## config.mk

```make
export PLATFORM = sky130hd
export DESIGN_NAME = mips_run_ctrl_flat
export DESIGN_NICKNAME = d
export VERILOG_FILES = /design/src/rtl/mips_run_ctrl_pkg.sv /design/src/rtl/mips_run_ctrl_if.sv /design/src/rtl/mips_run_ctrl_sat_counter.sv /design/src/rtl/mips_run_ctrl.sv /design/src/flat_wrapper.sv
export SDC_FILE = /design/constraint.sdc
export NUM_CORES = 1
export LEC_CHECK = 0
export CORE_ASPECT_RATIO = 0.6
export CORE_MARGIN = 4
export CORE_UTILIZATION = 54
export DETAILED_ROUTE_END_ITERATION = 7
export PLACE_DENSITY = 0.77
export SLEW_MARGIN = 20
export SYNTH_ARGS = -nofsm -noshare
export SYNTH_HDL_FRONTEND = slang
export SYNTH_SLANG_ARGS = --single-unit
```

## constraint.sdc

```tcl
create_clock -name clk -period 2.95 [get_ports clk]
set_clock_uncertainty 0.15 [all_clocks]
set_input_delay 0.295 -clock clk [delete_from_list [all_inputs] [get_ports clk]]
set_output_delay 0.295 -clock clk [all_outputs]
set_load 0.005 [all_outputs]
```

## src/rtl/mips_run_ctrl_pkg.sv

```systemverilog
// rtl/mips_run_ctrl_pkg.sv - state/mode encodings shared by the MIPS run controller
package mips_pkg;

   localparam logic [2:0] ST_IDLE      = 3'd0;
   localparam logic [2:0] ST_RUN       = 3'd1;
   localparam logic [2:0] ST_STEP_WAIT = 3'd2;
   localparam logic [2:0] ST_STEP_EXEC = 3'd3;
   localparam logic [2:0] ST_DRAIN     = 3'd4;
   localparam logic [2:0] ST_DONE      = 3'd5;

   localparam logic [1:0] MODE_CONT  = 2'b00;
   localparam logic [1:0] MODE_STEP  = 2'b01;
   localparam logic [1:0] MODE_NSTEP = 2'b10;

   localparam int DEF_PIPE_DEPTH = 4;

   typedef enum logic [2:0] {
      S_IDLE      = ST_IDLE,
      S_RUN       = ST_RUN,
      S_STEP_WAIT = ST_STEP_WAIT,
      S_STEP_EXEC = ST_STEP_EXEC,
      S_DRAIN     = ST_DRAIN,
      S_DONE      = ST_DONE
   } state_e;

   // The pipeline advances only in these states; everything else freezes it.
   function automatic logic is_unfrozen(input state_e s);
      return (s == S_RUN) || (s == S_STEP_EXEC) || (s == S_DRAIN);
   endfunction

endpackage

```

## src/rtl/mips_run_ctrl_if.sv

```systemverilog
// rtl/mips_run_ctrl_if.sv - control/status bundle between debug unit and run controller
interface mips_run_ctrl_if #(
   parameter int NB_CYCLE = 32,
   parameter int NB_STEP  = 16
);
   logic                i_load_done;
   logic [1:0]          i_mode;
   logic                i_start;
   logic                i_step;
   logic [NB_STEP-1:0]  i_nsteps;
   logic                i_stop;
   logic                i_abort;
   logic                i_clear;
   logic                o_halt;
   logic                o_running;
   logic                o_step_ack;
   logic                o_done;
   logic [2:0]          o_state;
   logic [NB_CYCLE-1:0] o_cycle_count;

   modport master (
      output i_load_done, i_mode, i_start, i_step, i_nsteps, i_stop, i_abort, i_clear,
      input  o_halt, o_running, o_step_ack, o_done, o_state, o_cycle_count
   );

   modport slave (
      input  i_load_done, i_mode, i_start, i_step, i_nsteps, i_stop, i_abort, i_clear,
      output o_halt, o_running, o_step_ack, o_done, o_state, o_cycle_count
   );
endinterface

```

## src/rtl/mips_run_ctrl_sat_counter.sv

```systemverilog
// rtl/mips_run_ctrl_sat_counter.sv - saturating up-counter with clear
module sat_counter #(
   parameter int WIDTH = 32
) (
   input  logic             clk,
   input  logic             rst_i,
   input  logic             clr_i,
   input  logic             en_i,
   output logic [WIDTH-1:0] cnt_o
);
   logic [WIDTH-1:0] cnt_q, cnt_d;

   always_comb begin
      cnt_d = cnt_q;
      if (clr_i)
         cnt_d = '0;
      else if (en_i && (cnt_q != '1))
         cnt_d = cnt_q + WIDTH'(1);
   end

   always_ff @(posedge clk) begin
      if (rst_i)
         cnt_q <= '0;
      else
         cnt_q <= cnt_d;
   end

   assign cnt_o = cnt_q;
endmodule

```

## src/rtl/mips_run_ctrl.sv

```systemverilog
// rtl/mips_run_ctrl.sv - run/step/burst/drain controller driving the pipeline-wide freeze
module mips_run_ctrl
   import mips_pkg::*;
#(
   parameter int NB_CYCLE   = 32,
   parameter int NB_STEP    = 16,
   parameter int PIPE_DEPTH = DEF_PIPE_DEPTH
) (
   input  logic           clk,
   input  logic           i_rst,
   mips_run_ctrl_if.slave bus
);
   state_e             state_q, state_d;
   logic [NB_STEP-1:0] rem_q, rem_d;
   logic [3:0]         drain_q, drain_d;
   logic               lim_q, lim_d;
   logic               cnt_clr;

   always_comb begin
      state_d = state_q;
      rem_d   = rem_q;
      drain_d = drain_q;
      lim_d   = lim_q;
      cnt_clr = 1'b0;
      if (bus.i_abort) begin
         state_d = S_IDLE;
         rem_d   = '0;
         drain_d = '0;
         lim_d   = 1'b0;
      end else begin
         case (state_q)
            S_IDLE: begin
               if (bus.i_clear) begin
                  cnt_clr = 1'b1;
               end else if (bus.i_start && bus.i_load_done) begin
                  if (bus.i_mode == MODE_STEP) begin
                     state_d = S_STEP_WAIT;
                  end else if (bus.i_mode == MODE_NSTEP) begin
                     rem_d   = bus.i_nsteps;
                     lim_d   = (bus.i_nsteps != '0);
                     state_d = (bus.i_nsteps != '0) ? S_RUN : S_STEP_WAIT;
                  end else begin
                     lim_d   = 1'b0;
                     state_d = S_RUN;
                  end
               end
            end
            S_RUN: begin
               if (lim_q && (rem_q != '0))
                  rem_d = rem_q - NB_STEP'(1);
               if (bus.i_stop) begin
                  state_d = S_DRAIN;
                  drain_d = 4'(PIPE_DEPTH);
               end else if (lim_q && (rem_q == NB_STEP'(1))) begin
                  state_d = S_STEP_WAIT;
               end
            end
            S_STEP_WAIT: begin
               if (bus.i_step) begin
                  if ((bus.i_mode == MODE_NSTEP) && (bus.i_nsteps != '0)) begin
                     rem_d   = bus.i_nsteps;
                     lim_d   = 1'b1;
                     state_d = S_RUN;
                  end else if ((bus.i_mode == MODE_STEP) || (bus.i_mode == MODE_NSTEP)) begin
                     state_d = S_STEP_EXEC;
                  end
               end
            end
            S_STEP_EXEC: begin
               if (bus.i_stop) begin
                  state_d = S_DRAIN;
                  drain_d = 4'(PIPE_DEPTH);
               end else begin
                  state_d = S_STEP_WAIT;
               end
            end
            S_DRAIN: begin
               if (drain_q != '0)
                  drain_d = drain_q - 4'd1;
               // A zero drain count can only come from corruption; finish rather than stall.
               if (drain_q <= 4'd1)
                  state_d = S_DONE;
            end
            S_DONE: begin
               if (bus.i_clear) begin
                  cnt_clr = 1'b1;
                  state_d = S_IDLE;
               end
            end
            default: state_d = S_IDLE;
         endcase
      end
   end

   always_ff @(posedge clk) begin
      if (i_rst) begin
         state_q <= S_IDLE;
         rem_q   <= '0;
         drain_q <= '0;
         lim_q   <= 1'b0;
      end else begin
         state_q <= state_d;
         rem_q   <= rem_d;
         drain_q <= drain_d;
         lim_q   <= lim_d;
      end
   end

   sat_counter #(.WIDTH(NB_CYCLE)) u_cycle_cnt (
      .clk   (clk),
      .rst_i (i_rst),
      .clr_i (cnt_clr),
      .en_i  (is_unfrozen(state_q)),
      .cnt_o (bus.o_cycle_count)
   );

   assign bus.o_halt     = !is_unfrozen(state_q);
   assign bus.o_running  = is_unfrozen(state_q);
   assign bus.o_step_ack = (state_q == S_STEP_EXEC);
   assign bus.o_done     = (state_q == S_DONE);
   assign bus.o_state    = state_q;
endmodule

```

## src/flat_wrapper.sv

```systemverilog
// flat-port wrapper written by rule: the top's interface ports become plain ports
module mips_run_ctrl_flat import mips_pkg::*;
#(
   parameter int NB_CYCLE   = 32,
   parameter int NB_STEP    = 16,
   parameter int PIPE_DEPTH = DEF_PIPE_DEPTH
)
  (clk, i_rst, bus_i_load_done, bus_i_mode, bus_i_start, bus_i_step, bus_i_nsteps, bus_i_stop, bus_i_abort, bus_i_clear, bus_o_halt, bus_o_running, bus_o_step_ack, bus_o_done, bus_o_state, bus_o_cycle_count);
  mips_run_ctrl_if #(.NB_CYCLE(NB_CYCLE), .NB_STEP(NB_STEP)) bus_i ();
  input  logic clk;
  input  logic i_rst;
  input wire logic [$bits(bus_i.i_load_done)-1:0] bus_i_load_done;
  input wire logic [$bits(bus_i.i_mode)-1:0] bus_i_mode;
  input wire logic [$bits(bus_i.i_start)-1:0] bus_i_start;
  input wire logic [$bits(bus_i.i_step)-1:0] bus_i_step;
  input wire logic [$bits(bus_i.i_nsteps)-1:0] bus_i_nsteps;
  input wire logic [$bits(bus_i.i_stop)-1:0] bus_i_stop;
  input wire logic [$bits(bus_i.i_abort)-1:0] bus_i_abort;
  input wire logic [$bits(bus_i.i_clear)-1:0] bus_i_clear;
  output wire logic [$bits(bus_i.o_halt)-1:0] bus_o_halt;
  output wire logic [$bits(bus_i.o_running)-1:0] bus_o_running;
  output wire logic [$bits(bus_i.o_step_ack)-1:0] bus_o_step_ack;
  output wire logic [$bits(bus_i.o_done)-1:0] bus_o_done;
  output wire logic [$bits(bus_i.o_state)-1:0] bus_o_state;
  output wire logic [$bits(bus_i.o_cycle_count)-1:0] bus_o_cycle_count;
  assign bus_i.i_load_done = bus_i_load_done;
  assign bus_i.i_mode = bus_i_mode;
  assign bus_i.i_start = bus_i_start;
  assign bus_i.i_step = bus_i_step;
  assign bus_i.i_nsteps = bus_i_nsteps;
  assign bus_i.i_stop = bus_i_stop;
  assign bus_i.i_abort = bus_i_abort;
  assign bus_i.i_clear = bus_i_clear;
  assign bus_o_halt = bus_i.o_halt;
  assign bus_o_running = bus_i.o_running;
  assign bus_o_step_ack = bus_i.o_step_ack;
  assign bus_o_done = bus_i.o_done;
  assign bus_o_state = bus_i.o_state;
  assign bus_o_cycle_count = bus_i.o_cycle_count;
  mips_run_ctrl #(.NB_CYCLE(NB_CYCLE), .NB_STEP(NB_STEP), .PIPE_DEPTH(PIPE_DEPTH)) u_core (.clk(clk), .i_rst(i_rst), .bus(bus_i));
endmodule
```

# Yosys cells after proc, flatten, opt, wreduce, memory -nomap -nowiden
# Cells that the tools add are included.
dict set report word_totals {
  inputBits 26
  out_inout_bits 39
  latch_bits 0
  reg_bits 56
  memories 0
  mem_bits_rw 0
  rom_bits 0
  word_cells 90
}
dict set report classes {
  mul 0
  n_div 0
  n_mux 35
  n_eq_ne 22
  order_cmp 1
  shifts 0
  reduce_logical 24
  n_bitwise 0
  addsub 3
}
# op n
set ops {}
lappend ops {{16-bit 2-to-1 mux} 7}
lappend ops {{16-bit one-hot mux with 3 select lines} 1}
lappend ops {{3-bit 2-to-1 mux} 12}
lappend ops {{32-bit by 1-bit adder with 32-bit output, second input constant} 1}
lappend ops {{32-bit inequality test, second input constant} 1}
lappend ops {{16-bit nonzero test} 2}
lappend ops {{3-bit one-hot mux with 6 select lines} 1}
lappend ops {{16-bit by 1-bit equality test with 1-bit output, second input constant} 1}
lappend ops {{16-bit by 1-bit subtractor with 16-bit output, second input constant} 1}
lappend ops {{2-bit by 1-bit inequality test with 1-bit output, second input constant} 7}
lappend ops {{1-bit 2-to-1 mux} 9}
lappend ops {{4-bit 2-to-1 mux} 2}
lappend ops {{2-bit inequality test, second input constant} 4}
lappend ops {{4-bit one-hot mux with 2 select lines} 1}
lappend ops {{8-bit AND reduction} 1}
lappend ops {{2-bit OR reduction} 4}
lappend ops {{7-bit AND reduction} 1}
lappend ops {{3-bit by 2-bit equality test with 1-bit output, second input constant} 2}
lappend ops {{3-bit equality test, second input constant} 2}
lappend ops {{6-bit AND reduction} 1}
lappend ops {{1-bit logical AND} 5}
lappend ops {{4-bit by 1-bit <= comparator with 1-bit output, second input constant} 1}
lappend ops {{2-bit nonzero test} 2}
lappend ops {{4-bit nonzero test} 1}
lappend ops {{13 further kinds} 15}

# Logic depth before layout (Yosys ltp)
# Gate-level depths: netlist of run 1.
dict set report logic_depth {
  word_depth 7
  depth_mapped 9
  mapped_depth_nobuf 7
}

# By module
# Synthesis of run 1 repeated with hierarchy kept, for this count alone.
dict set report unflattened {
  hier_cells 436
  hier_area_um2 3459.6
}
# mod cells_per_inst area_each_um2 seq_area_each_um2 n_inst
set modules_own_cells {}
lappend modules_own_cells {mips_run_ctrl 242 1828.0 480.5 1}
lappend modules_own_cells {sat_counter 194 1631.6 640.6 1}

# Worst setup path after synthesis of run 1
# No wires, ideal clock.
dict set report synth_timing {
  kind {reg2reg}
  startpoint {register u_core.u_cycle_cnt.cnt_q[1], in the netlist u_core.u_cycle_cnt.cnt_o[1]}
  endpoint {register u_core.u_cycle_cnt.cnt_q[30], in the netlist u_core.u_cycle_cnt.cnt_o[30]}
  arrival_ns 1.943
  setup_ns 0.070
  required_time_ns 2.730
  n_path_buf 1
  setup_slack_ns 0.786
  stages_incl_launch_ff 8
  period_less_slack_ns 2.164
  cell_sequence {dfxtp_1 ha_1 nand2_1 nor3_2 nand4_1 buf_2 or4_1 a21oi_1}
}
dict set report synth_via {
  elab_chain_len 2
  elab_cells_between_ends 3
  cone_classes {1 x add/sub; 1 x eq/ne; 1 x reduce/logical}
}
# element line_no
set synth_rtl {}
lappend synth_rtl {{start, declared} mips_run_ctrl_sat_counter.sv:11} ;# logic [WIDTH-1:0] cnt_q, cnt_d;
lappend synth_rtl {{start signal, assigned} mips_run_ctrl_sat_counter.sv:25} ;# cnt_q <= cnt_d;
lappend synth_rtl {{parallel branches: the longest is 2 deep, another holds 32-bit by 1-bit adder with 32-bit output} --}
# Several ways; the timed one is not identified.
# A chain may end at the register's enable or synchronous reset.

# Worst setup path in the final report of run 1
dict set report layout_timing {
  startpoint {register u_core.rem_q[4]}
  endpoint {register u_core.rem_q[15]}
}
dict set report layout_via {
  elab_chain_len 4
  elab_cells_between_ends 7
  cone_classes {1 x add/sub; 1 x eq/ne; 2 x mux; 3 x reduce/logical}
}
# element line_no
set layout_rtl {}
lappend layout_rtl {{start, declared} mips_run_ctrl.sv:14} ;# logic [NB_STEP-1:0] rem_q, rem_d;
lappend layout_rtl {{start signal, assigned} mips_run_ctrl.sv:103} ;# rem_q <= rem_d;
lappend layout_rtl {{parallel branches: the longest is 4 deep, another holds 16-bit by 1-bit subtractor with 16-bit output} --}
# Several ways; the timed one is not identified. The select of a mux whose other input is x is not followed.

==> flow_summary_export.csv, run 1 <==
group,metric,value,unit
synthesis,ys.flop_type,"dfxtp_1",
clocking,clock_latency,300,ps
power,p_leak,0.00158,uW
power,comb_power_share,13.4,%
critical_path,end_kind,"flop",
sta,fmax,375,MHz
clocking,root_buffer,"clkbuf_16",
placement,placed_area,4520,um2
clocking,cts_tree,"done",
final_layout,final_common_cell,"clkdlybuf4s50_1",
critical_path,worstSetupStartpoint,"u_core.rem_q[4]",
floorplanning,core-area,6730,um2
final_layout,layout-drive-gt1-share,8.85,%
power,clockPowerShare,39.2,%
synthesis,synthesis.nets,509,
placement,place_inst,610,
synthesis,ys_ff_latch,56,
global_routing,grt_usage,28.5,%
min_path,hold_path.class,"flop to flop",
synthesis,ys_seq_area_share,29.7,%
route,viasPerCell,6.79,
synthesis,synth_cell_types,68,
final_layout,n_antenna_cell,0,
sta,slew_headroom,52.0,%
global_routing,use_met2,38.0,%
min_path,min-delay-start,"u_core.drain_q[1]",
global_routing,grt_pass1_vias,3714,
synthesis,synth-edff-count,0,
route,routedWlPerCell,19.2,um
critical_path,crit_required,3020,ps
route,first_iter_violations,529,
clocking,h-tree-depth,2,
power,p_int,1190,uW
critical_path,path_class,"flop to flop",
synthesis,synthesis.area,3780,um2
critical_path,r2r-start,"u_core.rem_q[4]",
status,status,"finished clean",
synthesis,async_flop_share,0,%
power,sw_frac_of_total,26.6,%
global_routing,grt_start_max_net_pins,42,
final_layout,instances_no_fill,618,
sta,finalSetupTns,0,ps
power,power,1620,uW
synthesis,synth_area_per_cell,7.95,um2
sta,worst_slack,283,ps
clocking,postCtsSetupBuffers,0,
sta,fin_crit,2670,ps
floorplanning,io_pins,65,
route,vias,4197,
clocking,clk_pin_slew,80,ps
global_routing,grtUsageMet3,7.13,%
placement,port_buffers,64,
clocking,clkSinkCount,56,
global_routing,grt_overflow,0,
floorplanning,die_x,116,um
floorplanning,die_area,8440,um2
critical_path,critPathArrivalTime,2730,ps
sta,worst_pin_slew,715,ps
critical_path,crit_fanout,8,
placement,place_congestion,0.955,
final_layout,fin_nets,564,
synthesis,synth_cells,475,
placement,dp_slack,291,ps
route,postRouteAntennaNets,0,
synthesis,ys_warn_count,0,
global_routing,gr-max-usage-layer,"met1",
global_routing,grt_util_met1,44.8,%
clocking,cts.path.max_buffers,2,
global_routing,grt_pass1_wl,19200,um
power,seqPwrFrac,47.4,%
sta,final-max-slew-violation-count,0,
power,powerDensity,345,nW/um2
sta,fin_crit_sh,90.4,%
critical_path,crit_path_start_kind,"flop",
sta,finalSetupViolations,0,
clocking,postCtsHoldBufs,0,
job,maxCapViolCount,0,
floorplanning,start_util,56.1,%
clocking,cts_inserted_buffers,5,
final_layout,synthToLayoutAreaGrowth,23.9,%
power,ir_worst_vdd,0.299,mV
final_layout,design_area,4680,um2
global_routing,antenna_found_initial,0,
sta,rsz0062_at_grt,"false",
placement,dp.final_hpwl,8390,um
route,post-route-drc-count,0,
floorplanning,rows,23,
sta,hold_violations,0,
floorplanning,die_y,72.8,um
route,wl,11900,um
route,drt_pass1_iterations,5,
final_layout,final_cell_mix,"clkdlybuf4s50_1, nand2_1, dfxtp_1, a21oi_1, nor2_1",
power,power.switching,430,uW
==> worst paths after layout <==
check / end / cells after the start / slack [ps]
min reg2reg: u_core.drain_q[1] / 2 / 340
max reg2reg: u_core.rem_q[15] / 6 / 280
max: u_core.rem_q[15] / 6 / 280
min: u_core.drain_q[1] / 2 / 340
==> layout make-up <==
type	instances	area, um2
multi-input cells	372	2440
clock buffers	6	139
repair buffers	83	808
inverters	12	45.0
fillers	565	2060
well taps	87	109
flip-flops and latches	56	1120
clock inverters	2	15.0
==> stage by stage <==
stage | hold WS [ps] | util, %
6_report | 340 | 69.5
5_1_grt | 353 | 69.5
4_1_cts | 341 | 69.5
3_5_place_dp | 331 | 67.2
3_3_place_gp | 306 | 67.2
2_1_floorplan | 291 | -
==> sequential cells by signal, summed over array words and instances, names as in the netlist <==
register                  count
u_core.lim_q                  1
u_core.drain_q                4
u_core.rem_q                 16
u_core.u_cycle_cnt.cnt_o     32
u_core.bus.o_state            3
==> per-layer routing <==
| metal | share of wire (%) | wire length [um] |
|---|---|---|
| met1 | 48 | 5660 |
| met2 | 39 | 4680 |
| met3 | 12 | 1370 |
| met4 | 1.3 | 149 |
| met5 | 0 | 0 |
==> worst max-delay path: stages, from the launching register on <==
cell and delay (ps):
dfxtp_1 380, nor4_1 570, nand3_1 280, o31ai_2 680, buf_4 290, o311ai_0 140, o31ai_1 90
==> what timing repair did <==
item                                   in CTS  in global routing
gates resized for setup                     0                  1
setup endpoints to repair                   0                  1
endpoints found under the hold margin       0                  0
==> cells in the mapped netlist (4+ instances only) <==
cell	n	share of area, %
nor3_1	9	1.2
inv_1	11	1.1
ha_1	8	2.7
nand2_1	55	5.5
a2111o_1	12	3.6
o311ai_1	8	1.9
a21oi_1	45	6.0
o311ai_0	6	1.4
nand4_1	18	3.0
buf_2	18	2.4
nor4_1	6	0.99
and3_1	9	1.5
a31oi_1	6	0.99
nor2_1	26	2.6
or3_1	4	0.66
o21ai_0	6	0.80
a211oi_1	6	1.2
mux2i_1	15	4.0
o31ai_1	21	4.2
nand2b_1	13	2.2
nand3_1	18	2.4
o21ai_1	11	1.5
a31o_2	4	0.93
and2_1	4	0.66
or4_1	7	1.4
buf_4	4	0.80
dfxtp_1	56	30
clkbuf_1	9	0.89
==> power by group through the flow <==
stage               clock network, uW  registers [uW]  logic [uW]
detailed placement                  0             784         206
finish                            633             767         216
CTS                               639             766         208
global route                      672             767         231
global placement                    0             784         203
floorplan                           0             781         117
==> cells by family after synthesis <==
family	share of synthesized area, %
AND/OR/NAND/NOR	27.3
XOR/XNOR	0.696
multiplexers	3.98
adder cells (fa/ha/maj)	2.65
flip-flops	29.7
buffers and inverters	5.86
AO/OA/AOI/OAI	29.8
(Power assumes the default switching activity.)
==> inputs of run 2 (changes only) <==
--- a/config.mk
+++ b/config.mk
@@ -10,7 +10,7 @@
 export CORE_UTILIZATION = 54
 export DETAILED_ROUTE_END_ITERATION = 7
 export PLACE_DENSITY = 0.77
-export SLEW_MARGIN = 20
+export SLEW_MARGIN = 5
 export SYNTH_ARGS = -nofsm -noshare
 export SYNTH_HDL_FRONTEND = slang
 export SYNTH_SLANG_ARGS = --single-unit
==> results of run 2 <==
No change in the layout: final DEF, timing and power equal those of run 1.
